<file path="src/rtl/nubus_pkg.sv">
// Shared NuBus slave definitions: transfer-mode codes, status codes,
// responder FSM states and the transfer-mode to byte-enable mapping.
package nubus_pkg;

  // Transfer mode as raw line levels {/TM1,/TM0,/AD1,/AD0}
  localparam logic [3:0] TMADN_WR_BYTE_3 = 4'b0000;
  localparam logic [3:0] TMADN_WR_BYTE_2 = 4'b0001;
  localparam logic [3:0] TMADN_WR_BYTE_1 = 4'b0010;
  localparam logic [3:0] TMADN_WR_BYTE_0 = 4'b0011;
  localparam logic [3:0] TMADN_WR_HALF_1 = 4'b0100;
  localparam logic [3:0] TMADN_WR_BLOCK  = 4'b0101;
  localparam logic [3:0] TMADN_WR_HALF_0 = 4'b0110;
  localparam logic [3:0] TMADN_WR_WORD   = 4'b0111;
  localparam logic [3:0] TMADN_RD_BYTE_3 = 4'b1000;
  localparam logic [3:0] TMADN_RD_BYTE_2 = 4'b1001;
  localparam logic [3:0] TMADN_RD_BYTE_1 = 4'b1010;
  localparam logic [3:0] TMADN_RD_BYTE_0 = 4'b1011;
  localparam logic [3:0] TMADN_RD_HALF_1 = 4'b1100;
  localparam logic [3:0] TMADN_RD_BLOCK  = 4'b1101;
  localparam logic [3:0] TMADN_RD_HALF_0 = 4'b1110;
  localparam logic [3:0] TMADN_RD_WORD   = 4'b1111;

  localparam logic [1:0] TMN_COMPLETE        = 2'b11;
  localparam logic [1:0] TMN_ERROR           = 2'b10;
  localparam logic [1:0] TMN_TIMEOUT         = 2'b01;
  localparam logic [1:0] TMN_TRY_AGAIN_LATER = 2'b00;

  typedef enum logic [2:0] {
    ST_IDLE,
    ST_WDATA,
    ST_ACCESS,
    ST_ACK,
    ST_TURN
  } nubus_state_t;

  // Returns {we, be[3:0], is_block}; /TM1 high means read
  function automatic logic [5:0] tmad_to_be(input logic [3:0] tmadn);
    logic       we;
    logic [3:0] be;
    logic       blk;
    we  = ~tmadn[3];
    blk = 1'b0;
    case (tmadn[2:0])
      3'b000:  be = 4'b1000;
      3'b001:  be = 4'b0100;
      3'b010:  be = 4'b0010;
      3'b011:  be = 4'b0001;
      3'b100:  be = 4'b1100;
      3'b110:  be = 4'b0011;
      3'b111:  be = 4'b1111;
      default: begin
        be  = 4'b0000;
        blk = 1'b1;
      end
    endcase
    return {we, be, blk};
  endfunction

endpackage

</file>
<file path="src/rtl/nubus_tm_decode.sv">
// Combinational transfer-mode decoder wrapping tmad_to_be.
module nubus_tm_decode
  import nubus_pkg::*;
(
  input  logic [3:0] tmadn,
  output logic       we,
  output logic [3:0] be,
  output logic       is_block
);

  assign {we, be, is_block} = tmad_to_be(tmadn);

endmodule

</file>
<file path="src/rtl/nubus_slave_resp.sv">
// NuBus slot-space responder: decodes START cycles, issues one local memory
// request per transfer and answers with /ACK, status and read data.
module nubus_slave_resp
  import nubus_pkg::*;
#(
  parameter int TIMEOUT_CLOCKS = 255,
  parameter int ENABLE_BLOCK   = 0
) (
  input  logic        clk_3v3_n,
  input  logic        reset_3v3_n,
  input  logic [3:0]  id_3v3_n,
  input  logic        start_3v3_n,
  input  logic        ack_3v3_n_i,
  input  logic [1:0]  tm_n_i,
  input  logic [31:0] ad_n_i,
  output logic [31:0] ad_n_o,
  output logic        ad_oe,
  output logic [1:0]  tm_n_o,
  output logic        ack_n_o,
  output logic        ctl_oe,
  output logic        mem_req,
  output logic        mem_we,
  output logic [21:0] mem_addr,
  output logic [3:0]  mem_be,
  output logic [31:0] mem_wdata,
  input  logic [31:0] mem_rdata,
  input  logic        mem_ack,
  input  logic        mem_err
);

  localparam logic [7:0] WAIT_LAST = 8'(TIMEOUT_CLOCKS - 1);

  if (ENABLE_BLOCK != 0) begin : g_block_check
    $error("nubus_slave_resp: block transfers are not implemented, ENABLE_BLOCK must be 0");
  end

  logic        start_n_q;
  logic        ack_n_q;
  logic [1:0]  tm_n_q;
  logic [31:0] ad_n_q;

  // Bus lines are sampled on the falling edge of /CLK
  always_ff @(negedge clk_3v3_n or negedge reset_3v3_n) begin
    if (!reset_3v3_n) begin
      start_n_q <= 1'b1;
      ack_n_q   <= 1'b1;
      tm_n_q    <= 2'b11;
      ad_n_q    <= '1;
    end else begin
      start_n_q <= start_3v3_n;
      ack_n_q   <= ack_3v3_n_i;
      tm_n_q    <= tm_n_i;
      ad_n_q    <= ad_n_i;
    end
  end

  logic [7:0] slot_space;
  logic       start_hit;
  logic [3:0] tmadn;
  logic       dec_we;
  logic [3:0] dec_be;
  logic       dec_block;

  // START with /ACK low is an attention cycle, not a transfer
  assign slot_space = {4'hF, ~id_3v3_n};
  assign start_hit  = ~start_n_q & ack_n_q & (~ad_n_q[31:24] == slot_space);
  assign tmadn      = {tm_n_q, ad_n_q[1:0]};

  nubus_tm_decode u_tm_decode (
    .tmadn    (tmadn),
    .we       (dec_we),
    .be       (dec_be),
    .is_block (dec_block)
  );

  nubus_state_t state;
  logic [7:0]   wait_cnt;

  always_ff @(posedge clk_3v3_n or negedge reset_3v3_n) begin
    if (!reset_3v3_n) begin
      state     <= ST_IDLE;
      wait_cnt  <= '0;
      ad_oe     <= 1'b0;
      ctl_oe    <= 1'b0;
      ack_n_o   <= 1'b1;
      tm_n_o    <= TMN_COMPLETE;
      ad_n_o    <= '1;
      mem_req   <= 1'b0;
      mem_we    <= 1'b0;
      mem_be    <= '0;
      mem_addr  <= '0;
      mem_wdata <= '0;
    end else begin
      case (state)
        ST_IDLE: begin
          if (start_hit) begin
            mem_addr <= ~ad_n_q[23:2];
            mem_be   <= dec_be;
            mem_we   <= dec_we;
            if (dec_block) begin
              ctl_oe  <= 1'b1;
              ack_n_o <= 1'b0;
              tm_n_o  <= TMN_ERROR;
              state   <= ST_ACK;
            end else if (dec_we) begin
              state <= ST_WDATA;
            end else begin
              mem_req  <= 1'b1;
              wait_cnt <= '0;
              state    <= ST_ACCESS;
            end
          end
        end
        ST_WDATA: begin
          mem_wdata <= ~ad_n_q;
          mem_req   <= 1'b1;
          wait_cnt  <= '0;
          state     <= ST_ACCESS;
        end
        // mem_req is dropped on exit either way, so a late mem_ack cannot retrigger
        ST_ACCESS: begin
          if (mem_ack) begin
            mem_req <= 1'b0;
            ad_n_o  <= ~mem_rdata;
            ctl_oe  <= 1'b1;
            ack_n_o <= 1'b0;
            tm_n_o  <= mem_err ? TMN_ERROR : TMN_COMPLETE;
            ad_oe   <= ~mem_we & ~mem_err;
            state   <= ST_ACK;
          end else if (wait_cnt == WAIT_LAST) begin
            mem_req <= 1'b0;
            ctl_oe  <= 1'b1;
            ack_n_o <= 1'b0;
            tm_n_o  <= TMN_TRY_AGAIN_LATER;
            ad_oe   <= 1'b0;
            state   <= ST_ACK;
          end else begin
            wait_cnt <= wait_cnt + 8'd1;
          end
        end
        ST_ACK: begin
          ctl_oe  <= 1'b0;
          ack_n_o <= 1'b1;
          tm_n_o  <= TMN_COMPLETE;
          ad_oe   <= 1'b0;
          ad_n_o  <= '1;
          state   <= ST_TURN;
        end
        ST_TURN: begin
          state <= ST_IDLE;
        end
        default: begin
          state <= ST_IDLE;
        end
      endcase
    end
  end

endmodule
</file>
<file path="config.mk">
export PLATFORM = sky130hd
export DESIGN_NAME = nubus_slave_resp
export DESIGN_NICKNAME = d
export VERILOG_FILES = /design/src/rtl/nubus_pkg.sv /design/src/rtl/nubus_tm_decode.sv /design/src/rtl/nubus_slave_resp.sv
export SDC_FILE = /design/constraint.sdc
export NUM_CORES = 1
export LEC_CHECK = 0
export ABC_AREA = 1
export CAP_MARGIN = 40
export CORE_UTILIZATION = 45
export CTS_CLUSTER_SIZE = 10
export DETAILED_ROUTE_END_ITERATION = 16
export PLACE_DENSITY = 0.78
export SETUP_SLACK_MARGIN = 0.02
export SYNTH_ARGS = -nofsm -noshare
export SYNTH_HDL_FRONTEND = slang
export SYNTH_SLANG_ARGS = --single-unit
export TNS_END_PERCENT = 50
</file>
<file path="constraint.sdc">
create_clock -name clk_3v3_n -period 1.8 [get_ports clk_3v3_n]
set_input_delay 0.36 -clock clk_3v3_n [delete_from_list [all_inputs] [get_ports clk_3v3_n]]
set_output_delay 0.36 -clock clk_3v3_n [all_outputs]
set_load 0.005 [all_outputs]
</file>
# Word level (Yosys, flattened, before mapping)
# Cells that the tools add are included.
# totals
register_bits	144
output_inout_bits	97
wordCells	98
input_bits	76
# op_classes
n_eq_ne	19
n_bitwise	12
addsub	1
reduce_logical	13
muxes	37
# op_table
cell	count
inverter 32 bit	2
one-hot mux 32 bit (2 select lines)	1
two-way mux 8 bit	5
two-way mux 32 bit	1
one-hot mux 4 bit (7 select lines)	1
one-hot mux 8 bit (3 select lines)	1
inverter 22 bit	1
!= test 2 bit (second input constant)	7
two-way mux 1 bit	13
== test 3 x 2 -> 1 bit (second input constant)	4
two-way mux 2 bit	6
one-hot mux 3 bit (4 select lines)	1
== test 3 bit (second input constant)	3
two-way mux 3 bit	3
one-hot mux 1 bit (3 select lines)	3
adder 8 x 1 -> 8 bit (second input constant)	1
== test 8 bit	1
== test 8 bit (second input constant)	1
inverter 8 bit	1
AND reduction 2 bit	4
OR reduction 7 bit	1
== test 3 x 1 -> 1 bit (second input constant)	2
logical NOT 3 bit	2
one-hot mux 2 bit (3 select lines)	1
other kinds (10)	16

# Logic depth before layout (Yosys ltp)
# Gate-level depths: netlist of run 1.
# logic_depth
word_depth	5
depth_mapped	11

# By module
# Synthesis of run 1 repeated with hierarchy kept, for this count alone.
# unflattened
hier_cells	537
area_unflattened_um2	5544.1
# by_module_without_submodules
mod	n_inst	seq_area_each_um2	area_each_um2	cells_each
nubus_slave_resp	1	3692.3	5481.5	522
nubus_tm_decode	1	0.0	62.6	15

==> run summary, run 1 <==
Int Pwr - 8.57 mW
WL final - 13.7 mm
worst stage delay on the critical path - 530 ps
critical path's slowest cell - dfstp_2
Remaining DRCs - 0
ant diodes - 0
Vias/cell - 4.98
slack of the worst reg-to-reg path - -610 ps
Die Y - 113 um
crit path launch - ad_n_q[24]$_DFF_NN1_
Mapped Cells - 526
IO Port Bufs - 172
crit path DAT - 2720 ps
max cap viols - 0
switching share of power - 32.4%
CTS sink count - 144
die width - 113 um
Worst VDD drop - 0.769 mV
Cell Area, Synth - 5540 um2
Final setup viols - 42
multi-input logic area - 1690 um2
final core occ - 70.2%
measured slew at the worst slew-check pin - 579 ps
GPL Wtd Cong - 0.798
worst-path cell chain - inv_2, nand2_2, nand3_1, nor2_2, nand3_4, buf_12, nand2_1, o21ai_1
Yosys top cell area share - 33.7%
Main synth FF type - dfrtp_1
Initial Util - 46.1%
later-pin clock latency in the skew report - 450 ps
total grt overflow - 0
Seq/Total Area, Yosys - 66.6%
GR Util All Layers - 22.4%
Overall Power - 12.7 mW
clock transition at the registers of the reported paths - 70 ps
Worst Skew - 49.0 ps
relative slew slack - 61.3%
unrepaired setup endpoints after global routing - true
I/O pin cnt - 173
#FFs+latches synth - 144
H-tree depth - 4
Initial DRC Count - 188
Slew Viols, Final - 0
Routed Antenna Nets - 0
Buf/Inv on CP - 2
Post-synth top cells - nand2_1, dfrtp_1, dfstp_2
cell class contributing the biggest share of worst-path delay - simple AND/OR/NAND/NOR gates
Synth area leaders - dfstp_2, dfrtp_1, nand2_1, o21ai_0, nor2_1
Fillers - 832
post-DR wirelength/cell - 14.8 um
final setup margin - -608 ps
yosys warns - 0
dpl hpwl - 9.73 mm
largest net degree at the start of global routing - 53
number of synthesized flops with an enable pin - 0
hold crit path type - input port to async pin
Lkg Pwr - 3.88 nW
sw power - 4.11 mW
Startpoint Class - flop
CORE AREA - 12000 um2
Worst setup EP type - flop
Net Count, Synth - 604
Yosys top cell by area - dfstp_2
status - finished with violations
die area - 12800 um2
antenna violations before repair - 0
CTS buffer count - 17
vias after detailed routing - 4590
Netlist cell types - 33
Seq pwr share - 39.3%
failing checks - negative setup slack
root buf cell - clkbuf_16
global-route wire length before repair - 22.2 mm
top-count cell post-synth - nand2_1
Mean Syn Cell Area - 10.5 um2
vias in the first global route - 4634
NumNets Final - 840
CP Class - flop to flop
Detailed Routing Iterations Pass 1 - 4
async set-reset flop share out of synthesis - 100%
CTS tree - yes
Fin. Hold Viols - 0
final hold slack - 329 ps
CP Data Required Time - 2110 ps
Clock Path Buffers - 2
area grow syn2layout - 52.1%
Pwr Density - 1500 nW/um2
layout cells sized above 1 - 24.0%
Comb pwr share - 30.7%
crit path max fanout - 34
std cell rows - 40
Worst R2R Start - ad_n_q[24]$_DFF_NN1_
Clock Power Share - 30.1%
FF+latch area - 3690 um2
[stage by stage]
step	cells	worst slack (ps)	cell area (um2)	TNS (ps)
after floorplan	526	-448	5570	-18000
after global placement	848	-543	7590	-21090
after detailed placement	848	-607	7590	-23810
after CTS	920	-604	8350	-23490
after global routing	922	-703	8430	-27380
final	922	-608	8430	-23630
[final timing paths]
check                                            to  cells past startpoint
min                        mem_wdata[9]$_DFFE_PN0P_                      2
max reg2reg                 mem_addr[1]$_DFFE_PN0P_                      8
min in group clk_3v3_n          ack_n_o$_DFFE_PN1P_                      2
max                         mem_addr[1]$_DFFE_PN0P_                      8
max in group asynchronous      ad_n_q[27]$_DFF_NN1_                      3
min reg2reg                     ack_n_o$_DFFE_PN1P_                      2
[power groups by stage]
stage	logic, mW	clock network [mW]	registers [mW]
after floorplan	1.63	0.126	5.00
after global placement	3.81	0.126	4.96
after detailed placement	3.94	0.126	5.01
after CTS	3.82	3.88	4.97
after global routing	4.31	4.11	5.09
final	3.89	3.81	4.98
[kinds of logic (layout without fill, tap and decap cells)]
logic type               after synthesis  after routing  synth area share, %
flip-flops                           144            144                 66.6
AO/OA/AOI/OAI                        105            105                 11.0
buffers and inverters                 53            302                 4.45
AND/OR/NAND/NOR                      222            222                 17.5
adder cells (fa/ha/maj)                2              2                0.452
[registers in the layout (all words and copies together) (netlist names)]
name and count:
ack_n_o 1, ack_n_q 1, ad_n_o 32, ad_n_q 32
ad_oe 1, ctl_oe 1, mem_addr 22, mem_be 4
mem_req 1, mem_wdata 32, mem_we 1, start_n_q 1
state 3, tm_n_o 2, tm_n_q 2, wait_cnt 8
[cell type report]
class	count	area share [%]
clock buffer	19	5.64
timing repair buffer	203	23.8
multi-input combinational	329	20.1
inverter	31	1.38
clock inverter	49	3.07
tap	147	2.18
sequential	144	43.8
[cell usage in the layout (no fill, tap or decap), drive strengths merged, types with 6 or more instances in the layout]
cell type / netlist / routed
nand2: 153 / 153
clkdlybuf4s50: 0 / 136
inv: 32 / 77
dfrtp: 73 / 73
dfstp: 71 / 71
o21ai: 69 / 69
nor2: 46 / 46
dlygate4sd2: 0 / 35
buf: 15 / 31
clkbuf: 6 / 19
a21oi: 19 / 19
nand3: 14 / 14
o311ai: 14 / 14
nand4: 6 / 6
[what timing repair did]
item,in CTS,in global routing
hold buffers,1,0
resized for setup,49,28
cloned,0,0
endpoints found under the setup margin,78,45
buffers inserted,4,2
endpoints found under the hold margin,27,0
pin swaps,8,8
[per-layer routing]
metal / track usage [%] / up-vias / part of all wire [%]
met5: 0 / - / 0
met4: 7.54 / 0 / 1.2
met3: 5.95 / 14 / 7.3
met2: 37.5 / 181 / 48
met1: 28.5 / 2179 / 43
li1: - / 2216 / -
No activity file was read; power rests on OpenSTA's default activity.
==> run 2: changes to the inputs <==
--- a/config.mk
+++ b/config.mk
@@ -12,6 +12,7 @@
 export DETAILED_ROUTE_END_ITERATION = 16
 export PLACE_DENSITY = 0.78
 export SETUP_SLACK_MARGIN = 0.02
+export SLEW_MARGIN = 5
 export SYNTH_ARGS = -nofsm -noshare
 export SYNTH_HDL_FRONTEND = slang
 export SYNTH_SLANG_ARGS = --single-unit
==> results of run 2 <==
The final DEF is identical to that of run 1; final timing and power are the same.
